===== src/rtl/serial_subtractor_pkg.sv =====
`default_nettype none
// ============================================================================
//  Module      : serial_subtractor_pkg
//  Description : Shared ALU definitions for the serial arithmetic blocks.
//                Holds the sequencer state encoding and the default
//                operand width used by the serial adder/subtractor family.
//  Revision    : 1.0 - initial release
// ============================================================================
package serial_subtractor_pkg;

    // Default operand/result width for the serial ALU blocks.
    localparam int C_DEFAULT_WIDTH = 8;

    // Sequencer states; the encodings are fixed and shared across blocks.
    typedef enum logic [1:0] {
        ST_IDLE  = 2'd0,
        ST_SHIFT = 2'd1,
        ST_DONE  = 2'd2
    } state_e;

endpackage
`default_nettype wire


===== src/rtl/serial_subtractor_full_subtractor.sv =====
`default_nettype none
// ============================================================================
//  Module      : full_subtractor
//  Description : One-bit full subtractor, the mirror of full_adder.
//                Computes a - b - bin.
//  Ports       : a, b, bin  - minuend bit, subtrahend bit, borrow in
//                diff, bout - difference bit, borrow out
//  Revision    : 1.0 - initial release
// ============================================================================
module full_subtractor (
    input  logic a,
    input  logic b,
    input  logic bin,
    output logic diff,
    output logic bout
);

    assign diff = a ^ b ^ bin;
    // A borrow is needed when the minuend bit cannot cover b + bin.
    assign bout = (~a & b) | (~a & bin) | (b & bin);

endmodule
`default_nettype wire


===== src/rtl/serial_subtractor.sv =====
`default_nettype none
// ============================================================================
//  Module      : serial_subtractor
//  Description : Bit-serial subtractor computing a - b (mod 2^WIDTH), one
//                bit per clock, LSB first. A start accepted in IDLE or DONE
//                latches the operands; WIDTH SHIFT cycles later the block
//                spends one cycle in DONE with the new result on diff/borrow.
//  Parameters  : WIDTH  - operand/result width, 2..16
//  Ports       : clk    - clock, rising edge
//                rst    - synchronous active-high reset
//                start  - begin a subtraction (ignored while busy)
//                a, b   - minuend / subtrahend, sampled on accepted start
//                busy   - high while in SHIFT
//                done   - one-cycle pulse in DONE
//                diff   - last result a - b
//                borrow - high when a < b (unsigned) for the last result
//                zero   - diff == 0            (SERIAL_SUB_FLAGS_EN only)
//                ovf    - signed overflow      (SERIAL_SUB_FLAGS_EN only)
//  Config      : define SERIAL_SUB_FLAGS_EN to add the zero/ovf flags.
//  Revision    : 1.0 - initial release
// ============================================================================
module serial_subtractor
    import serial_subtractor_pkg::*;
#(
    parameter int WIDTH = C_DEFAULT_WIDTH
) (
    input  logic             clk,
    input  logic             rst,
    input  logic             start,
    input  logic [WIDTH-1:0] a,
    input  logic [WIDTH-1:0] b,
    output logic             busy,
    output logic             done,
    output logic [WIDTH-1:0] diff,
`ifdef SERIAL_SUB_FLAGS_EN
    output logic             zero,
    output logic             ovf,
`endif
    output logic             borrow
);

    localparam int              CW          = $clog2(WIDTH + 1);
    localparam logic [CW-1:0]   C_LAST_STEP = CW'(WIDTH - 1);

    state_e           state_q,  state_d;
    logic [WIDTH-1:0] a_sh_q,   a_sh_d;
    logic [WIDTH-1:0] b_sh_q,   b_sh_d;
    // Partial result holds the WIDTH-1 difference bits produced so far; the
    // bit produced in the current cycle completes the word.
    logic [WIDTH-2:0] res_q,    res_d;
    logic             bin_q,    bin_d;
    logic [CW-1:0]    cnt_q,    cnt_d;
    logic [WIDTH-1:0] diff_q,   diff_d;
    logic             borrow_q, borrow_d;

    logic             fs_diff;
    logic             fs_bout;
    logic [WIDTH-1:0] result_full;

`ifdef SERIAL_SUB_FLAGS_EN
    // Operand signs are captured at start because the shift registers lose
    // them long before the overflow flag is computed.
    logic a_msb_q, a_msb_d;
    logic b_msb_q, b_msb_d;
    logic zero_q,  zero_d;
    logic ovf_q,   ovf_d;
`endif

    full_subtractor u_full_subtractor (
        .a    (a_sh_q[0]),
        .b    (b_sh_q[0]),
        .bin  (bin_q),
        .diff (fs_diff),
        .bout (fs_bout)
    );

    assign result_full = {fs_diff, res_q};

    always_comb begin
        state_d  = state_q;
        a_sh_d   = a_sh_q;
        b_sh_d   = b_sh_q;
        res_d    = res_q;
        bin_d    = bin_q;
        cnt_d    = cnt_q;
        diff_d   = diff_q;
        borrow_d = borrow_q;
`ifdef SERIAL_SUB_FLAGS_EN
        a_msb_d  = a_msb_q;
        b_msb_d  = b_msb_q;
        zero_d   = zero_q;
        ovf_d    = ovf_q;
`endif
        unique case (state_q)
            ST_IDLE, ST_DONE: begin
                state_d = ST_IDLE;
                if (start) begin
                    state_d = ST_SHIFT;
                    a_sh_d  = a;
                    b_sh_d  = b;
                    res_d   = '0;
                    bin_d   = 1'b0;
                    cnt_d   = '0;
`ifdef SERIAL_SUB_FLAGS_EN
                    a_msb_d = a[WIDTH-1];
                    b_msb_d = b[WIDTH-1];
`endif
                end
            end
            ST_SHIFT: begin
                a_sh_d = a_sh_q >> 1;
                b_sh_d = b_sh_q >> 1;
                res_d  = result_full[WIDTH-1:1];
                bin_d  = fs_bout;
                cnt_d  = cnt_q + 1'b1;
                if (cnt_q == C_LAST_STEP) begin
                    state_d  = ST_DONE;
                    diff_d   = result_full;
                    borrow_d = fs_bout;
`ifdef SERIAL_SUB_FLAGS_EN
                    zero_d   = (result_full == '0);
                    ovf_d    = (a_msb_q ^ b_msb_q) & (result_full[WIDTH-1] ^ a_msb_q);
`endif
                end
            end
            default: state_d = ST_IDLE;
        endcase
    end

    always_ff @(posedge clk) begin
        if (rst) begin
            state_q  <= ST_IDLE;
            a_sh_q   <= '0;
            b_sh_q   <= '0;
            res_q    <= '0;
            bin_q    <= 1'b0;
            cnt_q    <= '0;
            diff_q   <= '0;
            borrow_q <= 1'b0;
        end else begin
            state_q  <= state_d;
            a_sh_q   <= a_sh_d;
            b_sh_q   <= b_sh_d;
            res_q    <= res_d;
            bin_q    <= bin_d;
            cnt_q    <= cnt_d;
            diff_q   <= diff_d;
            borrow_q <= borrow_d;
        end
    end

`ifdef SERIAL_SUB_FLAGS_EN
    always_ff @(posedge clk) begin
        if (rst) begin
            a_msb_q <= 1'b0;
            b_msb_q <= 1'b0;
            zero_q  <= 1'b0;
            ovf_q   <= 1'b0;
        end else begin
            a_msb_q <= a_msb_d;
            b_msb_q <= b_msb_d;
            zero_q  <= zero_d;
            ovf_q   <= ovf_d;
        end
    end

    assign zero = zero_q;
    assign ovf  = ovf_q;
`endif

    assign busy   = (state_q == ST_SHIFT);
    assign done   = (state_q == ST_DONE);
    assign diff   = diff_q;
    assign borrow = borrow_q;

endmodule
`default_nettype wire


===== config.mk =====
export PLATFORM = sky130hd
export DESIGN_NAME = serial_subtractor
export DESIGN_NICKNAME = d
export VERILOG_FILES = /design/src/rtl/serial_subtractor_pkg.sv /design/src/rtl/serial_subtractor_full_subtractor.sv /design/src/rtl/serial_subtractor.sv
export SDC_FILE = /design/constraint.sdc
export NUM_CORES = 1
export LEC_CHECK = 0
export CORE_MARGIN = 2
export CORE_UTILIZATION = 54
export DETAILED_ROUTE_END_ITERATION = 6
export PLACE_DENSITY = 0.81
export REMOVE_ABC_BUFFERS = 1
export SYNTH_ARGS = -nofsm -noshare
export SYNTH_HDL_FRONTEND = slang
export SYNTH_SLANG_ARGS = --single-unit
export TNS_END_PERCENT = 50

===== constraint.sdc =====
create_clock -name clk -period 2.95 [get_ports clk]
set_clock_uncertainty 0.15 [all_clocks]
set_input_delay 0.295 -clock clk [delete_from_list [all_inputs] [get_ports clk]]
set_output_delay 0.295 -clock clk [all_outputs]
set_load 0.01 [all_outputs]

==> reports/qor.tcl <==
set qor(run_status) {complete, no violations}
set qor(setup_slack_ns) 0.689
set qor(die-area_um2) 3410
set qor(yosys_register_bits) 39
set qor(cell_types_with_the_highest_counts_after_synthesis) {39 x sky130_fd_sc_hd__dfxtp_1, 37 x sky130_fd_sc_hd__a21oi_1, 34 x sky130_fd_sc_hd__nand3_1}
set qor(cp.arrival_ns) 1.82
set qor(cell_at_the_slowest_stage_of_the_critical_path) {sky130_fd_sc_hd__clkdlybuf4s50_1}
set qor(track_usage) 0.192
set qor(count_of_mapped_cells_out_of_synthesis) 181
set qor(dpl.cell_count) 227
set qor(period_minus_slack_ns) 2.26
set qor(clk_transition_reported_paths_ns) 0.11
set qor(synth.largest_area_cell) {sky130_fd_sc_hd__dfxtp_1}
set qor(fmax_ghz) 0.442
set qor(detail_route.drc_violations) 0
set qor(post-cts-setup-buffers) 0
set qor(drt-total-wl_um) 2950
set qor(max_slew_margin) 0.384
set qor(avgRoutedWirePerCell_um) 12.6
set qor(core_area_um2) 2780
set qor(cts_buffer_depth) 2
set qor(worst-r2r-setup-slack_ns) 1.26
set qor(number_of_top_level_pins) 30
set qor(cts-htree-levels) 2
set qor(worst_pin_slew_ns) 0.925
set qor(place_hpwl_um) 2010
set qor(final_slew_viol_count) 0
set qor(rr_endpoint) {res_q[2]$_SDFFE_PP0P_}
set qor(peakVddDrop_mv) 0.509
set qor(synthDominantCellAreaShare) 0.489
set qor(placement_rows) 19
set qor(worstSetupEndpoint) {busy}
set qor(antenna_found_initial) 0
set qor(synth_sequential_area_ratio) 0.489
set qor(cp_max_fo) 38
set qor(worstSetupPathType) {register to output port}
set qor(post_cts.resized_instances) 0
set qor(min-delay-path-class) {register to register}
set qor(pre_cts_ws_ns) 0.987
set qor(crit_required_ns) 2.51
set qor(final.setup.tns_ns) 0
set qor(total_iterations_of_the_first_detailed_routing_run) 4
set qor(first_global_vias) 1215
set qor(ctsRootBufferMaster) {sky130_fd_sc_hd__clkbuf_4}
set qor(syn_to_final_growth_pct) 21.3
set qor(worst_path_largest_cell_delay_ns) 0.62
set qor(number_of_enable_type_register_cells_in_the_synthesized_netlist) 0
set qor(crit_path_cell_trace) {nand2b_1 > clkinv_2 > clkdlybuf4s50_1}
set qor(max_cap_violations) 0
set qor(cts.sink_count) 39
set qor(via_per_inst) 5.89
set qor(startpoint) {state_q[0]$_SDFFE_PP0P_}
set qor(die_width_um) 58.4
set qor(cts_tree) {done}
set qor(syn_area_um2) 1600
set qor(detailed_place.area_um2) 1850
set qor(yosys_most_used_dff) {sky130_fd_sc_hd__dfxtp_1}
set qor(post_synth.cell_area_avg_um2) 8.83
set qor(grt_pass1_wl_um) 5090
set qor(post_synth_cell_types) 25
set qor(reg2reg_from) {state_q[0]$_SDFFE_PP0P_}
set qor(floorplan.die.height_um) 58.4
set qor(synth-warning-count) 0
set qor(final_layout_size_suffix_gt1_frac) 0.0784
set qor(hold_violations) 0
set qor(ff2ff_path_depth) 3
set qor(unrepaired_setup_endpoints_after_global_routing) {no}
set qor(worst_setup_path_start_kind) {register}
set qor(via_count) 1383
set qor(hold_ws_ns) 0.326
set qor(cts_made_buffers) 5
set qor(yosys-top-cells-area) {sky130_fd_sc_hd__dfxtp_1 49%, sky130_fd_sc_hd__a21oi_1 12%, sky130_fd_sc_hd__nand3_1 11%, sky130_fd_sc_hd__a22oi_1 6.6%, sky130_fd_sc_hd__buf_2 2.8%}
set qor(postSynth.asyncResetShare) 0
set qor(final-setup-viol-count) 0
set qor(global_route.overflow_total) 0
set qor(power.density_nw_per_um2) 535
set qor(final_net_count) 224
set qor(finalWeightedCongestion) 0.736
set qor(grt_start_max_net_pins) 39
set qor(clock_insertion_delay_worst_skew_ns) 0.33
set qor(leading_cell_type_by_number_of_instances_after_synthesis) {sky130_fd_sc_hd__dfxtp_1}
set qor(worst_setup_path_end_kind) {output port}
set qor(number_of_input_and_output_port_buffers_inserted) 29
set qor(start_util) 0.574
set qor(finish.cell_count_without_fillers) 235
set qor(final_cell_area_um2) 1940
set qor(drtIter0Drc) 51
set qor(finalCritPeriodShare) 0.766
set qor(cts.hold.buffers_added) 0
set qor(num_antenna_cells) 0
set qor(power.static_leakage_nw) 0.671
set qor(drt.antenna.violating_nets) 0
[layout by cell type (no fill, tap or decap), drive strengths merged, types with 4 or more instances in the layout]
| master | count |
|---|---|
| dfxtp | 39 |
| a21oi | 37 |
| nand3 | 34 |
| clkdlybuf4s50 | 29 |
| a22oi | 14 |
| nand2 | 10 |
| o21ai | 8 |
| clkbuf | 6 |
| nand2b | 4 |
| buf | 4 |
[how the worst min path moves through the flow]
| stage | start | endpoint | slack (ns) | depth (start not counted) |
|---|---|---|---|---|
| after floorplan | rst | a_sh_q[0]$_SDFFE_PP0P_ | 0.21 | 1 |
| after global placement | res_q[0]$_SDFFE_PP0P_ | res_q[0]$_SDFFE_PP0P_ | 0.30 | 2 |
| after detailed placement | a_sh_q[2]$_SDFFE_PP0P_ | a_sh_q[2]$_SDFFE_PP0P_ | 0.31 | 2 |
| after CTS | a_sh_q[2]$_SDFFE_PP0P_ | a_sh_q[2]$_SDFFE_PP0P_ | 0.32 | 2 |
| after global routing | a_sh_q[2]$_SDFFE_PP0P_ | a_sh_q[2]$_SDFFE_PP0P_ | 0.34 | 2 |
| final | a_sh_q[2]$_SDFFE_PP0P_ | a_sh_q[2]$_SDFFE_PP0P_ | 0.33 | 2 |
[per-layer routing]
metal,track usage,up-vias,share of wire
met5,0,-,0
met4,0.0897,0,0.016
met3,0.0571,7,0.079
met2,0.318,53,0.48
met1,0.229,631,0.42
li1,-,692,-
[power breakdown]
group          internal, mW  leakage [nW]  switching [mW]
combinational        0.0508         0.306          0.0643
clock                 0.200        0.0482           0.165
sequential            0.546         0.317          0.0112
total                 0.797         0.671           0.241
[cell families (layout without fill, tap and decap cells)]
family | count (synthesis) | after routing | synth area share
compound gates | 61 | 61 | 0.217
fa+ha+maj | 2 | 2 | 0.0204
buf+inv | 20 | 43 | 0.0713
flops | 39 | 39 | 0.489
mux | 2 | 2 | 0.0188
simple gates | 57 | 57 | 0.184
[final cells by class]
| cell class | instances | area, um^2 |
|---|---|---|
| fill | 225 | 843 |
| sequential | 39 | 781 |
| multi-input combinational | 122 | 703 |
| timing repair buffer | 33 | 320 |
| clock buffer | 6 | 51.3 |
| tap | 31 | 38.8 |
| clock inverter | 2 | 35.0 |
| inverter | 2 | 8.76 |
[flip-flops by register name (all words and copies together), names as in the netlist]
name	count
a_sh_q	8
b_sh_q	8
bin_q	1
borrow	1
cnt_q	4
diff	8
res_q	7
state_q	2
[through the flow]
stage,total power [mW],util
after floorplan,0.627,-
after global placement,0.680,0.666
after detailed placement,0.684,0.666
after CTS,1.04,0.697
after global routing,1.08,0.697
final,1.04,0.697
[worst max-delay path: cells and delay by family (launching register included)]
family	cells	cell delay, ns
simple gates	1	0.11
flops	1	0.35
buf+inv	2	1.01
No activity file was read; power rests on OpenSTA's default activity.
